## src/rtl/bresenham_line_stepper_if.sv

```systemverilog
// Handshake bundle for the Bresenham line stepper.
// With LINE_CLIP_EN defined, the clip-window bounds are added.
interface bresenham_line_stepper_if #(
  parameter int WIDTH = 10
) ();
  logic                    start_valid;
  logic                    start_ready;
  logic signed [WIDTH-1:0] x0;
  logic signed [WIDTH-1:0] y0;
  logic signed [WIDTH-1:0] x1;
  logic signed [WIDTH-1:0] y1;
  logic                    abort;
  logic                    pix_valid;
  logic                    pix_ready;
  logic signed [WIDTH-1:0] pix_x;
  logic signed [WIDTH-1:0] pix_y;
  logic                    pix_last;
  logic                    done;
`ifdef LINE_CLIP_EN
  logic        [WIDTH-1:0] clip_xmax;
  logic        [WIDTH-1:0] clip_ymax;
`endif

  modport slave (
    input  start_valid,
    output start_ready,
    input  x0, y0, x1, y1,
    input  abort,
    output pix_valid,
    input  pix_ready,
    output pix_x, pix_y,
    output pix_last,
    output done
`ifdef LINE_CLIP_EN
    , input clip_xmax, clip_ymax
`endif
  );

  modport master (
    output start_valid,
    input  start_ready,
    output x0, y0, x1, y1,
    output abort,
    input  pix_valid,
    output pix_ready,
    input  pix_x, pix_y,
    input  pix_last,
    input  done
`ifdef LINE_CLIP_EN
    , output clip_xmax, clip_ymax
`endif
  );
endinterface

```

## src/rtl/bresenham_line_stepper.sv

```systemverilog
// All-octant Bresenham stepper, one pixel per accepted beat.
// Optional window clipping is built with LINE_CLIP_EN defined.
module bresenham_line_stepper #(
  parameter int WIDTH = 10
) (
  input logic                    clk,
  input logic                    rst,
  bresenham_line_stepper_if.slave io
);
  localparam int W1 = WIDTH + 1;
  localparam logic [WIDTH-1:0] ONE =
    {{(WIDTH-1){1'b0}}, 1'b1};

  typedef enum logic [1:0] {
    IDLE,
    SETUP,
    STEP
  } state_e;

  state_e state_q;

  logic signed [WIDTH-1:0] x0_q, y0_q;
  logic signed [WIDTH-1:0] x1_q, y1_q;
  logic signed [WIDTH-1:0] maj_q, min_q;
  logic signed [WIDTH-1:0] mend_q;
  logic signed [W1-1:0]    dx_q, dy_q;
  logic signed [W1-1:0]    err_q;
  logic                    steep_q;
  logic                    yneg_q;
  logic                    done_q;

  function automatic logic signed [W1-1:0] sx(
    input logic signed [WIDTH-1:0] v
  );
    return {v[WIDTH-1], v};
  endfunction

  function automatic logic signed [W1-1:0] absv(
    input logic signed [W1-1:0] v
  );
    return v[W1-1] ? -v : v;
  endfunction

  logic signed [W1-1:0]    ax_c, ay_c;
  logic                    steep_c;
  logic                    swap_c;
  logic signed [WIDTH-1:0] ms_c, me_c;
  logic signed [WIDTH-1:0] ns_c, ne_c;
  logic signed [WIDTH-1:0] fms_c, fme_c;
  logic signed [WIDTH-1:0] fns_c, fne_c;
  logic signed [W1-1:0]    dx_c, dy_c;
  logic                    yneg_c;

  always_comb begin
    ax_c    = sx(x1_q) - sx(x0_q);
    ay_c    = sx(y1_q) - sx(y0_q);
    steep_c = absv(ay_c) > absv(ax_c);
    ms_c    = steep_c ? y0_q : x0_q;
    me_c    = steep_c ? y1_q : x1_q;
    ns_c    = steep_c ? x0_q : y0_q;
    ne_c    = steep_c ? x1_q : y1_q;
    // Always walk the major axis upward.
    swap_c  = ms_c > me_c;
    fms_c   = swap_c ? me_c : ms_c;
    fme_c   = swap_c ? ms_c : me_c;
    fns_c   = swap_c ? ne_c : ns_c;
    fne_c   = swap_c ? ns_c : ne_c;
    dx_c    = sx(fme_c) - sx(fms_c);
    dy_c    = absv(sx(fne_c) - sx(fns_c));
    yneg_c  = !(fns_c < fne_c);
  end

  logic signed [W1-1:0]    err_t;
  logic                    inc_min;
  logic signed [WIDTH-1:0] nmaj, nmin;
  logic signed [W1-1:0]    nerr;
  logic signed [WIDTH-1:0] px, py;
  logic                    at_end;

  always_comb begin
    err_t   = err_q - dy_q;
    inc_min = err_t[W1-1];
    nmaj    = maj_q + ONE;
    nmin    = min_q;
    if (inc_min)
      nmin  = yneg_q ? (min_q - ONE) : (min_q + ONE);
    nerr    = inc_min ? (err_t + dx_q) : err_t;
    px      = steep_q ? min_q : maj_q;
    py      = steep_q ? maj_q : min_q;
    at_end  = maj_q == mend_q;
  end

  logic in_win;
  logic end_hit;

`ifdef LINE_CLIP_EN
  logic signed [WIDTH-1:0] nx, ny;
  logic                    nxt_in;

  // In-window pixels of a monotone line are contiguous,
  // so leaving the window means no more pixels follow.
  always_comb begin
    nx      = steep_q ? nmin : nmaj;
    ny      = steep_q ? nmaj : nmin;
    in_win  = !px[WIDTH-1] && !py[WIDTH-1] &&
              ($unsigned(px) <= io.clip_xmax) &&
              ($unsigned(py) <= io.clip_ymax);
    nxt_in  = !nx[WIDTH-1] && !ny[WIDTH-1] &&
              ($unsigned(nx) <= io.clip_xmax) &&
              ($unsigned(ny) <= io.clip_ymax);
    end_hit = at_end || (in_win && !nxt_in);
  end
`else
  always_comb begin
    in_win  = 1'b1;
    end_hit = at_end;
  end
`endif

  logic stepping;
  logic adv;
  logic finish;

  always_comb begin
    stepping = state_q == STEP;
    adv      = stepping && (in_win ? io.pix_ready : 1'b1);
    finish   = adv && end_hit;
  end

  assign io.start_ready = state_q == IDLE;
  assign io.pix_valid   = stepping && in_win;
  assign io.pix_x       = px;
  assign io.pix_y       = py;
  assign io.pix_last    = stepping && in_win && end_hit;
  assign io.done        = done_q;

  always_ff @(posedge clk or negedge rst) begin
    if (!rst) begin
      state_q <= IDLE;
      x0_q    <= '0;
      y0_q    <= '0;
      x1_q    <= '0;
      y1_q    <= '0;
      maj_q   <= '0;
      min_q   <= '0;
      mend_q  <= '0;
      dx_q    <= '0;
      dy_q    <= '0;
      err_q   <= '0;
      steep_q <= 1'b0;
      yneg_q  <= 1'b0;
      done_q  <= 1'b0;
    end else begin
      done_q <= 1'b0;
      unique case (state_q)
        IDLE: begin
          if (io.start_valid) begin
            x0_q    <= io.x0;
            y0_q    <= io.y0;
            x1_q    <= io.x1;
            y1_q    <= io.y1;
            state_q <= SETUP;
          end
        end
        SETUP: begin
          if (io.abort) begin
            state_q <= IDLE;
          end else begin
            steep_q <= steep_c;
            maj_q   <= fms_c;
            min_q   <= fns_c;
            mend_q  <= fme_c;
            dx_q    <= dx_c;
            dy_q    <= dy_c;
            err_q   <= dx_c >>> 1;
            yneg_q  <= yneg_c;
            state_q <= STEP;
          end
        end
        STEP: begin
          if (io.abort) begin
            state_q <= IDLE;
          end else if (finish) begin
            state_q <= IDLE;
            done_q  <= 1'b1;
          end else if (adv) begin
            maj_q   <= nmaj;
            min_q   <= nmin;
            err_q   <= nerr;
          end
        end
        default: state_q <= IDLE;
      endcase
    end
  end
endmodule

```

## src/flat_wrapper.sv

```systemverilog
// flat-port wrapper written by rule: the top's interface ports become plain ports
module bresenham_line_stepper_flat 
#(
  parameter int WIDTH = 10
)
  (clk, rst, io_start_valid, io_start_ready, io_x0, io_y0, io_x1, io_y1, io_abort, io_pix_valid, io_pix_ready, io_pix_x, io_pix_y, io_pix_last, io_done);
  bresenham_line_stepper_if #(.WIDTH(WIDTH)) io_i ();
  input logic clk;
  input logic rst;
  input wire logic [$bits(io_i.start_valid)-1:0] io_start_valid;
  output wire logic [$bits(io_i.start_ready)-1:0] io_start_ready;
  input wire logic [$bits(io_i.x0)-1:0] io_x0;
  input wire logic [$bits(io_i.y0)-1:0] io_y0;
  input wire logic [$bits(io_i.x1)-1:0] io_x1;
  input wire logic [$bits(io_i.y1)-1:0] io_y1;
  input wire logic [$bits(io_i.abort)-1:0] io_abort;
  output wire logic [$bits(io_i.pix_valid)-1:0] io_pix_valid;
  input wire logic [$bits(io_i.pix_ready)-1:0] io_pix_ready;
  output wire logic [$bits(io_i.pix_x)-1:0] io_pix_x;
  output wire logic [$bits(io_i.pix_y)-1:0] io_pix_y;
  output wire logic [$bits(io_i.pix_last)-1:0] io_pix_last;
  output wire logic [$bits(io_i.done)-1:0] io_done;
  assign io_i.start_valid = io_start_valid;
  assign io_start_ready = io_i.start_ready;
  assign io_i.x0 = io_x0;
  assign io_i.y0 = io_y0;
  assign io_i.x1 = io_x1;
  assign io_i.y1 = io_y1;
  assign io_i.abort = io_abort;
  assign io_pix_valid = io_i.pix_valid;
  assign io_i.pix_ready = io_pix_ready;
  assign io_pix_x = io_i.pix_x;
  assign io_pix_y = io_i.pix_y;
  assign io_pix_last = io_i.pix_last;
  assign io_done = io_i.done;
  bresenham_line_stepper #(.WIDTH(WIDTH)) u_core (.clk(clk), .rst(rst), .io(io_i));
endmodule
```

## config.mk

```make
export PLATFORM = sky130hd
export DESIGN_NAME = bresenham_line_stepper_flat
export DESIGN_NICKNAME = d
export VERILOG_FILES = /design/src/rtl/bresenham_line_stepper_if.sv /design/src/rtl/bresenham_line_stepper.sv /design/src/flat_wrapper.sv
export SDC_FILE = /design/constraint.sdc
export NUM_CORES = 1
export LEC_CHECK = 0
export CAP_MARGIN = 15
export CORE_MARGIN = 2
export CORE_UTILIZATION = 60
export CTS_BUF_LIST = sky130_fd_sc_hd__clkbuf_2
export CTS_CLUSTER_DIAMETER = 80
export CTS_CLUSTER_SIZE = 28
export DETAILED_ROUTE_END_ITERATION = 7
export GPL_TIMING_DRIVEN = 1
export PLACE_DENSITY = 0.9
export SYNTH_ARGS = -nofsm -noshare
export SYNTH_HDL_FRONTEND = slang
export SYNTH_SLANG_ARGS = --single-unit
```

## constraint.sdc

```tcl
create_clock -name clk -period 13.7 [get_ports clk]
set_input_delay 4.11 -clock clk [delete_from_list [all_inputs] [get_ports clk]]
set_output_delay 4.11 -clock clk [all_outputs]
set_load 0.005 [all_outputs]
```

==> impl_metrics.yaml <==
outcome:
  status: "finished, violations left"
  failed_checks: "design-rule violations"
sta:
  rsz0062_at_grt: "no"
  period_needed_ns: 12.06
  max_freq_mhz: 82.9
  hold_viol_final: 0
  post-route-period-util: 0.880
  drv_slew: 0
  setup_viol: 0
  relSlewSlack: 0.309
  hold_slack_ns: 0.531
  setup-tns-final_ns: 0
  skew_ns: 0.0507
  worst_slew_pin_slew_ns: 1.04
critical_path:
  crit_type: "reg -> reg"
  cp_common_cell: "a21oi_1"
  max_stage_delay_ns: 0.67
  cp.arrival_ns: 12.70
  crit_fanout: 80
  required_ns: 14.34
  end_kind: "flop"
  cp_slowest_cell: "nor2_4"
  start_kind: "flop"
yosys:
  ys_warn_count: 0
  synth_seq_cells: 108
  syn_area_sq_mm: 0.0101
  synth_ff_type: "dfrtp_1"
  syn_nets: 1371
  synthArstFlopShare: 1.00
  synth-seq-area-share: 0.266
  syn_area_per_cell_sq_um: 8.21
  synth_edf_count: 0
  yosysUniqueCellTypes: 59
  synth_cells: 1235
routing:
  drtPass1Iterations: 8
  postRouteAntennaNets: 0
  routed_wl_um: 28600
  wire_per_inst_um: 19.1
  via_per_inst: 6.38
  vias: 9535
  drtIter0Drc: 1106
  drc: 17
floorplanning:
  die_w_um: 134
  ios: 69
  initial_core_util: 0.612
  fp-row-count: 47
  die_h_um: 134
  die-area_sq_mm: 0.0180
  coreArea_sq_mm: 0.0166
grt:
  grt_pass1_vias: 9098
  overflow: 0
  grt_pass1_wl_um: 46100
  grt_max_degree: 81
  track_usage: 0.324
  antenna_found_initial: 1
placed_design:
  gp_congestion: 1.05
  dp_hpwl_um: 22100
  place_area_sq_mm: 0.0110
  io_buffers: 68
  dp.cells: 1477
cts:
  cts-resized-gates: 0
  cts_hold_buf: 0
  clock_sinks: 108
  clk_latency_ns: 0.71
  clkSlewWorstSetupHoldPaths_ns: 0.35
  cts.path.max_buffers: 2
  cts-root-buf: "clkbuf_2"
  numCtsBuffers: 9
  post_cts_buffers: 0
  h-tree-depth: 3
  cts_tree: "built"
finish:
  stdcell_area_sq_mm: 0.0111
  finalNetCount: 1404
  fin_cells: 1494
  drive_above_1_share: 0.0864
  fillers: 1334
  area_delta_synth_final_pct: 9.50
hold_path:
  hp-class: "reg -> reg"
flow_run:
  maxCapViolCount: 0
==> registers in the layout, indices dropped and copies added (netlist names) <==
register	flops
u_core.dx_q	11
u_core.min_q	10
u_core.io.done	1
u_core.y1_q	10
u_core.maj_q	10
u_core.y0_q	10
u_core.yneg_q	1
u_core.x1_q	10
u_core.mend_q	10
u_core.x0_q	10
u_core.state_q	2
u_core.dy_q	11
u_core.steep_q	1
u_core.err_q	11
==> cell families (layout without fill, tap and decap cells) <==
group / Yosys count / in the layout / synth area share
adder cells (fa/ha/maj): 92 / 92 / 0.118
flip-flops: 108 / 108 / 0.266
XOR/XNOR: 96 / 96 / 0.0829
AND/OR/NAND/NOR: 339 / 339 / 0.154
multiplexers: 103 / 103 / 0.111
other: 0 / 1 / 0
AO/OA/AOI/OAI: 360 / 360 / 0.215
buffers and inverters: 137 / 175 / 0.0530
==> critical path: cells and delay by family, from the launching register on <==
family                   cells  cell delay (ns)
AND/OR/NAND/NOR             13             2.72
buffers and inverters        3             0.51
AO/OA/AOI/OAI               23             5.66
adder cells (fa/ha/maj)      5             2.15
multiplexers                 1             0.26
flip-flops                   1             0.48
XOR/XNOR                     1             0.17
==> final cells by class <==
type / count / area, sq um / area share
antenna: 1 / 2.50 / 0.000225
inverter: 81 / 304 / 0.0274
timing repair buffer: 78 / 766 / 0.0689
multi-input combinational: 990 / 6940 / 0.624
clock buffer: 9 / 45.0 / 0.00405
sequential: 108 / 2700 / 0.243
tap: 220 / 275 / 0.0248
clock inverter: 7 / 77.6 / 0.00698
==> Yosys cell counts, drive strengths merged, types with 13 or more instances <==
cell type	number	share of area
a21oi	116	0.057
a21o	23	0.017
inv	81	0.030
ha	85	0.10
buf	18	0.0090
nand4	13	0.0086
xor2	34	0.029
mux2i	31	0.031
o21ai	106	0.052
mux2	72	0.080
o211ai	13	0.0096
nor3	21	0.010
nor2	83	0.031
o21bai	27	0.020
a211oi	16	0.012
xnor2	62	0.054
clkbuf	38	0.014
nand3	30	0.015
nand2	127	0.047
dfrtp	108	0.27
==> worst paths after layout <==
kind | startpoint | end | slack (ns) | cells after the start
worst min-delay path | u_core.dy_q[3] | u_core.dy_q[3] | 0.53 | 2
worst min register to register | u_core.dy_q[3] | u_core.dy_q[3] | 0.53 | 2
max in group asynchronous | rst | u_core.maj_q[6] | 9.16 | 2
worst max-delay path | u_core.y1_q[0] | u_core.dy_q[5] | 1.64 | 46
worst max register to register | u_core.y1_q[0] | u_core.dy_q[5] | 1.64 | 46
min in group asynchronous | rst | u_core.min_q[4] | 3.34 | 1
==> cell usage in the layout, fill, tap and decap left out, drive strengths merged, types with 6 or more instances in the layout <==
master | synthesis | routed
ha | 85 | 85
nand3 | 30 | 30
and3 | 11 | 11
mux2i | 31 | 31
nand2b | 10 | 10
fa | 6 | 6
inv | 81 | 84
nand4 | 13 | 13
o21bai | 27 | 27
clkbuf | 38 | 9
xor2 | 34 | 34
nor2b | 12 | 12
nor2 | 83 | 83
mux2 | 72 | 72
a31oi | 11 | 11
a211oi | 16 | 16
buf | 18 | 11
clkdlybuf4s50 | 0 | 67
a21oi | 116 | 116
o211ai | 13 | 13
nor3 | 21 | 21
a21o | 23 | 23
o21a | 7 | 7
nand2 | 127 | 127
xnor2 | 62 | 62
o21ai | 106 | 106
and2 | 7 | 7
dfrtp | 108 | 108
==> stage by stage <==
| stage | worst slack [ns] | util |
|---|---|---|
| detailed placement | 1.93 | 0.662 |
| global route | 0.531 | 0.670 |
| floorplan | 3.03 | - |
| global placement | 2.38 | 0.662 |
| CTS | 1.89 | 0.670 |
| finish | 1.64 | 0.670 |
==> metal layers <==
metal	GRT usage	wire, um
met4	0.171	1640
met3	0.0597	2440
met5	0	0
met1	0.424	11600
met2	0.511	12900
Power is not shown: default switching activity piles up to over one toggle a cycle in this logic, so the estimate is an artifact.
